[src/rtl/mulfwd_pkg.sv]
// Shared types and helpers for the Mulfwd multi-flux line buffer.
package mulfwd_pkg;

   typedef enum logic {IDLE, WORK} state_t;

   localparam int unsigned PAD_ZERO = 0;
   localparam int unsigned PAD_REPL = 1;

   // Tag width for n fluxes; a single flux still carries a 1-bit tag.
   function automatic int unsigned tag_width(input int unsigned n);
      return (n > 1) ? $clog2(n) : 1;
   endfunction

endpackage

[src/rtl/mulfwd_rr_arbiter.sv]
// Round-robin arbiter: grants the first requester at or after the pointer,
// then moves the pointer just past the granted index.
module mulfwd_rr_arbiter
   import mulfwd_pkg::*;
#(
   parameter int unsigned FLUX = 2,
   localparam int unsigned TAG_WIDTH = tag_width(FLUX)
) (
   input  logic                 clk,
   input  logic                 rst,
   input  logic [FLUX-1:0]      req,
   output logic [TAG_WIDTH-1:0] grant,
   output logic                 valid
);

   logic [TAG_WIDTH-1:0] ptr_q, ptr_d;
   logic [TAG_WIDTH-1:0] cand [FLUX];

   always_comb begin
      for (int i = 0; i < FLUX; i++) begin
         cand[i] = TAG_WIDTH'((32'(ptr_q) + 32'(i)) % FLUX);
      end
   end

   // Scan farthest-first so the candidate nearest the pointer wins.
   always_comb begin
      grant = '0;
      valid = 1'b0;
      for (int i = FLUX - 1; i >= 0; i--) begin
         if (req[cand[i]]) begin
            grant = cand[i];
            valid = 1'b1;
         end
      end
   end

   always_comb begin
      ptr_d = ptr_q;
      if (valid) begin
         ptr_d = TAG_WIDTH'((32'(grant) + 32'd1) % FLUX);
      end
   end

   always_ff @(posedge clk or negedge rst) begin
      if (!rst) begin
         ptr_q <= '0;
      end else begin
         ptr_q <= ptr_d;
      end
   end

endmodule

[src/rtl/multi_line_buffer.sv]
// Multi-flux line buffer: for each input pixel emits a TAPS-tall column
// (current line plus previous lines, same column), one flux per cycle.
module multi_line_buffer
   import mulfwd_pkg::*;
#(
   parameter int unsigned FLUX       = 2,
   parameter int unsigned DATA_WIDTH = 18,
   parameter int unsigned SIZE_WIDTH = 7,
   parameter int unsigned LINE_DEPTH = 64,
   parameter int unsigned TAPS       = 3,
   parameter int unsigned PAD_MODE   = PAD_ZERO,
   localparam int unsigned TAG_WIDTH = tag_width(FLUX)
) (
   input  logic                                      clk,
   input  logic                                      rst,
   input  logic [FLUX-1:0][TAG_WIDTH+DATA_WIDTH-1:0] read_port_in_pel_dout,
   input  logic [FLUX-1:0]                           read_port_in_pel_empty,
   output logic [FLUX-1:0]                           read_port_in_pel_read,
   input  logic [FLUX-1:0][TAG_WIDTH+SIZE_WIDTH-1:0] read_port_ext_size_dout,
   input  logic [FLUX-1:0]                           read_port_ext_size_empty,
   output logic [FLUX-1:0]                           read_port_ext_size_read,
   input  logic [FLUX-1:0][TAG_WIDTH+SIZE_WIDTH-1:0] read_port_real_size_dout,
   input  logic [FLUX-1:0]                           read_port_real_size_empty,
   output logic [FLUX-1:0]                           read_port_real_size_read,
   output logic [TAG_WIDTH+TAPS*DATA_WIDTH-1:0]      write_port_out_pel_din,
   input  logic [FLUX-1:0]                           write_port_out_pel_full,
   output logic [FLUX-1:0]                           write_port_out_pel_write,
   output logic [FLUX-1:0]                           err_size
);

   localparam int unsigned WORD_WIDTH = (TAPS - 1) * DATA_WIDTH;
   localparam int unsigned ADDR_WIDTH = (LINE_DEPTH > 1) ? $clog2(LINE_DEPTH) : 1;
   localparam int unsigned TIDX_WIDTH = $clog2(TAPS);

   state_t                state_q [FLUX];
   state_t                state_d [FLUX];
   logic [SIZE_WIDTH-1:0] cnt_h_q [FLUX];
   logic [SIZE_WIDTH-1:0] cnt_h_d [FLUX];
   logic [SIZE_WIDTH-1:0] cnt_v_q [FLUX];
   logic [SIZE_WIDTH-1:0] cnt_v_d [FLUX];
   logic [SIZE_WIDTH-1:0] max_h_q [FLUX];
   logic [SIZE_WIDTH-1:0] max_h_d [FLUX];
   logic [SIZE_WIDTH-1:0] max_v_q [FLUX];
   logic [SIZE_WIDTH-1:0] max_v_d [FLUX];
   logic [FLUX-1:0]       err_q, err_d;

   logic [WORD_WIDTH-1:0] ram [FLUX][LINE_DEPTH];

   logic [FLUX-1:0]          elig;
   logic [TAG_WIDTH-1:0]     tag;
   logic                     arb_valid, fire, pel_fire;
   logic [SIZE_WIDTH-1:0]    cur_h, cur_v, hdr_real, hdr_ext;
   logic [ADDR_WIDTH-1:0]    addr;
   logic [WORD_WIDTH-1:0]    rd_word, wr_word;
   logic [DATA_WIDTH-1:0]    raw [TAPS];
   logic [DATA_WIDTH-1:0]    tap [TAPS];
   logic [TAPS*DATA_WIDTH-1:0] taps_flat;
   logic                     unused_tag_bits;

   always_comb begin
      for (int f = 0; f < FLUX; f++) begin
         if (state_q[f] == IDLE) begin
            elig[f] = !read_port_ext_size_empty[f] && !read_port_real_size_empty[f];
         end else begin
            elig[f] = !read_port_in_pel_empty[f] && !write_port_out_pel_full[f];
         end
      end
   end

   mulfwd_rr_arbiter #(
      .FLUX (FLUX)
   ) u_arbiter (
      .clk   (clk),
      .rst   (rst),
      .req   (elig),
      .grant (tag),
      .valid (arb_valid)
   );

   // Gating with rst keeps every strobe low the moment reset asserts.
   assign fire     = arb_valid & rst;
   assign pel_fire = fire && (state_q[tag] == WORK);

   always_comb begin
      cur_h   = cnt_h_q[tag];
      cur_v   = cnt_v_q[tag];
      addr    = ADDR_WIDTH'(cur_h);
      rd_word = ram[tag][addr];
      raw[0]  = read_port_in_pel_dout[tag][DATA_WIDTH-1:0];
      for (int k = 1; k < TAPS; k++) begin
         raw[k] = rd_word[(k-1)*DATA_WIDTH +: DATA_WIDTH];
      end
      wr_word = '0;
      for (int k = 1; k < TAPS; k++) begin
         wr_word[(k-1)*DATA_WIDTH +: DATA_WIDTH] = raw[k-1];
      end
      // Rows above the frame top are padded on the output only.
      tap[0] = raw[0];
      for (int k = 1; k < TAPS; k++) begin
         if (int'(cur_v) >= k) begin
            tap[k] = raw[k];
         end else if (PAD_MODE == PAD_REPL) begin
            tap[k] = raw[TIDX_WIDTH'(cur_v)];
         end else begin
            tap[k] = '0;
         end
      end
      taps_flat = '0;
      for (int k = 0; k < TAPS; k++) begin
         taps_flat[k*DATA_WIDTH +: DATA_WIDTH] = tap[k];
      end
   end

   assign write_port_out_pel_din = {tag, taps_flat};

   always_comb begin
      state_d = state_q;
      cnt_h_d = cnt_h_q;
      cnt_v_d = cnt_v_q;
      max_h_d = max_h_q;
      max_v_d = max_v_q;
      err_d   = err_q;
      read_port_in_pel_read    = '0;
      read_port_ext_size_read  = '0;
      read_port_real_size_read = '0;
      write_port_out_pel_write = '0;
      hdr_real = read_port_real_size_dout[tag][SIZE_WIDTH-1:0];
      hdr_ext  = read_port_ext_size_dout[tag][SIZE_WIDTH-1:0];
      if (fire) begin
         if (state_q[tag] == IDLE) begin
            read_port_ext_size_read[tag]  = 1'b1;
            read_port_real_size_read[tag] = 1'b1;
            if (hdr_real == '0 || hdr_ext == '0) begin
               err_d[tag] = 1'b1;
            end else begin
               state_d[tag] = WORK;
               cnt_h_d[tag] = '0;
               cnt_v_d[tag] = '0;
               max_v_d[tag] = hdr_ext;
               if (32'(hdr_real) > LINE_DEPTH) begin
                  max_h_d[tag] = SIZE_WIDTH'(LINE_DEPTH);
                  err_d[tag]   = 1'b1;
               end else begin
                  max_h_d[tag] = hdr_real;
               end
            end
         end else begin
            read_port_in_pel_read[tag]    = 1'b1;
            write_port_out_pel_write[tag] = 1'b1;
            if (cur_h < max_h_q[tag] - SIZE_WIDTH'(1)) begin
               cnt_h_d[tag] = cur_h + SIZE_WIDTH'(1);
            end else if (cur_v < max_v_q[tag] - SIZE_WIDTH'(1)) begin
               cnt_h_d[tag] = '0;
               cnt_v_d[tag] = cur_v + SIZE_WIDTH'(1);
            end else begin
               cnt_h_d[tag] = '0;
               cnt_v_d[tag] = '0;
               state_d[tag] = IDLE;
            end
         end
      end
   end

   always_comb begin
      unused_tag_bits = 1'b0;
      for (int f = 0; f < FLUX; f++) begin
         unused_tag_bits = unused_tag_bits ^
            (^{read_port_in_pel_dout[f][TAG_WIDTH+DATA_WIDTH-1:DATA_WIDTH],
               read_port_ext_size_dout[f][TAG_WIDTH+SIZE_WIDTH-1:SIZE_WIDTH],
               read_port_real_size_dout[f][TAG_WIDTH+SIZE_WIDTH-1:SIZE_WIDTH]});
      end
   end

   // Line RAM is never reset; rows not yet written are always padded.
   always_ff @(posedge clk) begin
      if (pel_fire) begin
         ram[tag][addr] <= wr_word;
      end
   end

   always_ff @(posedge clk or negedge rst) begin
      if (!rst) begin
         for (int f = 0; f < FLUX; f++) begin
            state_q[f] <= IDLE;
            cnt_h_q[f] <= '0;
            cnt_v_q[f] <= '0;
            max_h_q[f] <= '0;
            max_v_q[f] <= '0;
         end
         err_q <= '0;
      end else begin
         state_q <= state_d;
         cnt_h_q <= cnt_h_d;
         cnt_v_q <= cnt_v_d;
         max_h_q <= max_h_d;
         max_v_q <= max_v_d;
         err_q   <= err_d;
      end
   end

   assign err_size = err_q;

endmodule

[config.mk]
export PLATFORM = sky130hd
export DESIGN_NAME = multi_line_buffer
export DESIGN_NICKNAME = d
export VERILOG_FILES = /design/src/rtl/mulfwd_pkg.sv /design/src/rtl/mulfwd_rr_arbiter.sv /design/src/rtl/multi_line_buffer.sv
export SDC_FILE = /design/constraint.sdc
export NUM_CORES = 2
export LEC_CHECK = 0
export CAP_MARGIN = 5
export CORE_MARGIN = 2
export CORE_UTILIZATION = 37
export DETAILED_ROUTE_END_ITERATION = 8
export HOLD_SLACK_MARGIN = 0.03
export PLACE_DENSITY = 0.57
export SETUP_SLACK_MARGIN = 0.02
export SLEW_MARGIN = 20
export SYNTH_ARGS = -nofsm -noshare
export SYNTH_HDL_FRONTEND = slang
export SYNTH_MEMORY_MAX_BITS = 65536
export SYNTH_SLANG_ARGS = --single-unit
[constraint.sdc]
create_clock -name clk -period 8.9 [get_ports clk]
set_input_delay 1.335 -clock clk [delete_from_list [all_inputs] [get_ports clk]]
set_output_delay 1.335 -clock clk [all_outputs]
set_load 0.01 [all_outputs]
==> impl_metrics.yaml <==
status:
  status: "finished with violations"
  violations: "setup timing"
worst_setup_path:
  crit_type: "input pin to output port"
  crit_arrival_ns: 7.71
  crit_buf_inv: 7
  cp_cell_sequence: "clkdlybuf4s50_1 -> nor3b_2 -> o211ai_4 -> inv_8 -> mux2i_4 -> buf_4 -> buf_4 -> o22ai_1 -> o21ai_1 -> buf_4 -> o2111ai_1 -> nor4_2 -> buf_4 -> clkdlybuf4s50_1"
  cp_max_fo: 36
  path_delay_family: "buffers and inverters"
  path_common_cell: "buf_4"
  slowest_stage: "mux2i_4"
  cp-start-kind: "input pin"
  required_ns: 7.57
  worst_setup_path_end_kind: "output port"
  critPathMaxStageDelay_ns: 0.70
floorplanning:
  initial_core_util_pct: 37.15
  rows: 258
  dieArea_mm2: 0.5015
  io_pins: 145
  dieHeight_um: 708.2
  fp.dieW_um: 708.2
  core_area_mm2: 0.4939
synthesis:
  synth.distinct_cells: 103
  synth-compound-area-share_pct: 6.240
  synth-main-ff-cell: "edfxtp_1"
  avgSynthCellArea_um2: 18.22
  netlist_top_cells_area: "edfxtp_1 75%, mux4_2 6.0%, mux2i_1 4.5%"
  synthesis.area_mm2: 0.1835
  synthesis.nets: 10165
  synth_edf_count: 4608
  ys_seq_area_share_pct: 76.26
  synth_top_area_share_pct: 75.42
  synth-simple-area-share_pct: 4.091
  yosys.area.top_type: "edfxtp_1"
  muxShareOfSynthArea_pct: 11.36
  synthXorXnorAreaFrac_pct: 0.1193
  syn_inst: 10069
  synth-seq-cells: 4669
  async_flop_share_pct: 1.306
  synthAdderAreaFrac_pct: 0.1091
  yosysWarnings: 0
  synth_top_family_by_area: "multiplexers"
global_route:
  grt_max_degree: 129
  grt_pass1_wl_um: 914200
  grt_pass1_vias: 103130
  antenna_found_initial: 66
  track_usage_pct: 26.66
  overflow: 0
clocking:
  clockBufferDepth: 4
  cts.sinks: 4669
  clkTransAtPathRegs_ns: 0.06
  cts_tree: "yes"
  cts_resized: 0
  htree_levels: 5
  cts_buffers: 464
  cts-root-buf: "clkbuf_16"
  post_cts_buffers: 0
  ctsHoldBuffers: 0
  insertion_delay_ns: 1.06
pwr:
  ir_drop_uv: 350.2
  power_uw: 69030
  p_per_area_mw_per_mm2: 324.2
  power_leakage_uw: 0.06668
place:
  hpwl_um: 418800
  port_buffers: 138
  place_congestion: 1.010
layout:
  nets: 10774
  syn2layout_area_growth_pct: 16.06
  layout-drive-gt1-share_pct: 20.40
timing:
  finalCriticalPeriod_ns: 9.042
  finalHoldViolCount: 0
  tns_ns: -0.1425
  fin_ws_ns: -0.1425
  rsz0062_at_grt: "no"
  slew_headroom_pct: 7.675
  worst_slew_pin_slew_ns: 1.385
  fmaxAchievable_mhz: 110.6
  fin_crit_sh_pct: 101.6
  setup_violations: 1
  slew_viol_final: 0
  fin_skew_ns: 0.08495
drt:
  ant_nets: 0
  num_vias: 109376
  vias_per_cell: 6.213
  drtPass1Iterations: 9
  route.detailed.drc: 0
  routed_wl_um: 688500
  drt-initial-drc-count: 18258
  wl_per_cell_um: 39.11
run:
  drv_cap: 0
min_path:
  hold_path_class: "input pin to asynchronous set/reset pin"
-- per-stage QoR --
stage          std cells  instance area (µm²)  hold slack (ns)  utilization [%]  setup WS (ns)
2_1_floorplan      10069               183500           0.4556                -         0.4740
3_3_place_gp       16707               197400           0.4416            39.97        -0.2488
3_5_place_dp       16710               197500           0.4541            40.00         0.3494
4_1_cts            17565               212800           0.3899            43.08         0.3087
5_1_grt            17574               212900           0.4602            43.10        0.08374
6_report           17604               212900           0.4172            43.11        -0.1425
-- cells by family after synthesis --
| kind of cell | after synthesis |
|---|---|
| AO/OA/AOI/OAI | 1595 |
| XOR/XNOR | 25 |
| adder cells (fa/ha/maj) | 16 |
| buffers and inverters | 688 |
| flip-flops | 4669 |
| multiplexers | 1449 |
| AND/OR/NAND/NOR | 1627 |
-- placed cells by master, fill, tap and decap left out, types with 130 or more instances in the layout --
master / synthesis / layout
a211oi_1: 136 / 134
a21oi_1: 178 / 175
buf_4: 94 / 589
clkbuf_16: 0 / 469
edfxtp_1: 4608 / 4608
mux2i_1: 825 / 815
mux4_2: 492 / 492
nand2_1: 697 / 669
nand3_1: 178 / 174
nor2_1: 292 / 158
nor2_4: 0 / 130
o21ai_0: 237 / 223
o22ai_1: 191 / 191
-- sequential cells by signal, indices dropped and copies added, names as in the netlist, named ones only --
register and cells:
err_size 2, ram 4608, max_h_q 14, cnt_h_q 14, max_v_q 14, u_arbiter.ptr_q 1, cnt_v_q 14
-- synth_stat cells, drive strengths merged, types with 31 or more instances --
library cell,count
edfxtp,4608
mux2i,828
nand2,697
mux4,492
buf,445
nor2,293
o21ai,239
clkbuf,207
o22ai,191
a21oi,179
nand3,178
a211oi,137
a221oi,130
mux2,129
a22oi,108
o211ai,104
nor3,91
nor2b,88
a31oi,83
dfrtp,61
o221ai,58
and3,55
nand2b,43
and2,42
a221o,40
inv,35
a311oi,32
a2111oi,31
-- area by class of cell --
| cell class | count | area, µm² |
|---|---|---|
| multi-input cells | 4712 | 42140 |
| repair buffers | 795 | 7258 |
| diodes | 37 | 92.59 |
| clock inverters | 309 | 3161 |
| inverters | 36 | 158.9 |
| clock buffers | 546 | 12060 |
| flip-flops and latches | 4669 | 139900 |
| well taps | 6500 | 8133 |
| fillers | 42657 | 281000 |
-- power breakdown --
part / switching (µW) / total, µW / internal (µW)
logic: 15300 / 20600 / 5340
clock network: 8580 / 19800 / 11200
registers: 334 / 28600 / 28300
-- layer usage --
| layer | up-vias | track usage, % | share of wire [%] |
|---|---|---|---|
| met4 | 32 | 13.93 | 6.2 |
| met2 | 7552 | 39.80 | 44 |
| li1 | 42365 | - | - |
| met5 | - | 0.02884 | 0.032 |
| met3 | 1532 | 8.291 | 13 |
| met1 | 57895 | 35.01 | 37 |
-- final timing paths --
kind | start | to | slack (ns) | depth (start not counted)
setup / recovery | write_port_out_pel_full[1] | write_port_out_pel_din[37] | -0.14 | 14
hold / removal | rst | err_size[0] | 0.42 | 1
setup reg to reg | register | ram[0][2154] | 2.12 | 11
hold reg to reg | err_size[0] | err_size[0] | 0.47 | 1
max in group asynchronous | rst | cnt_v_q[2] | 7.54 | 2
min in group clk | err_size[0] | err_size[0] | 0.47 | 1
Power figures use the tool's default switching activity.
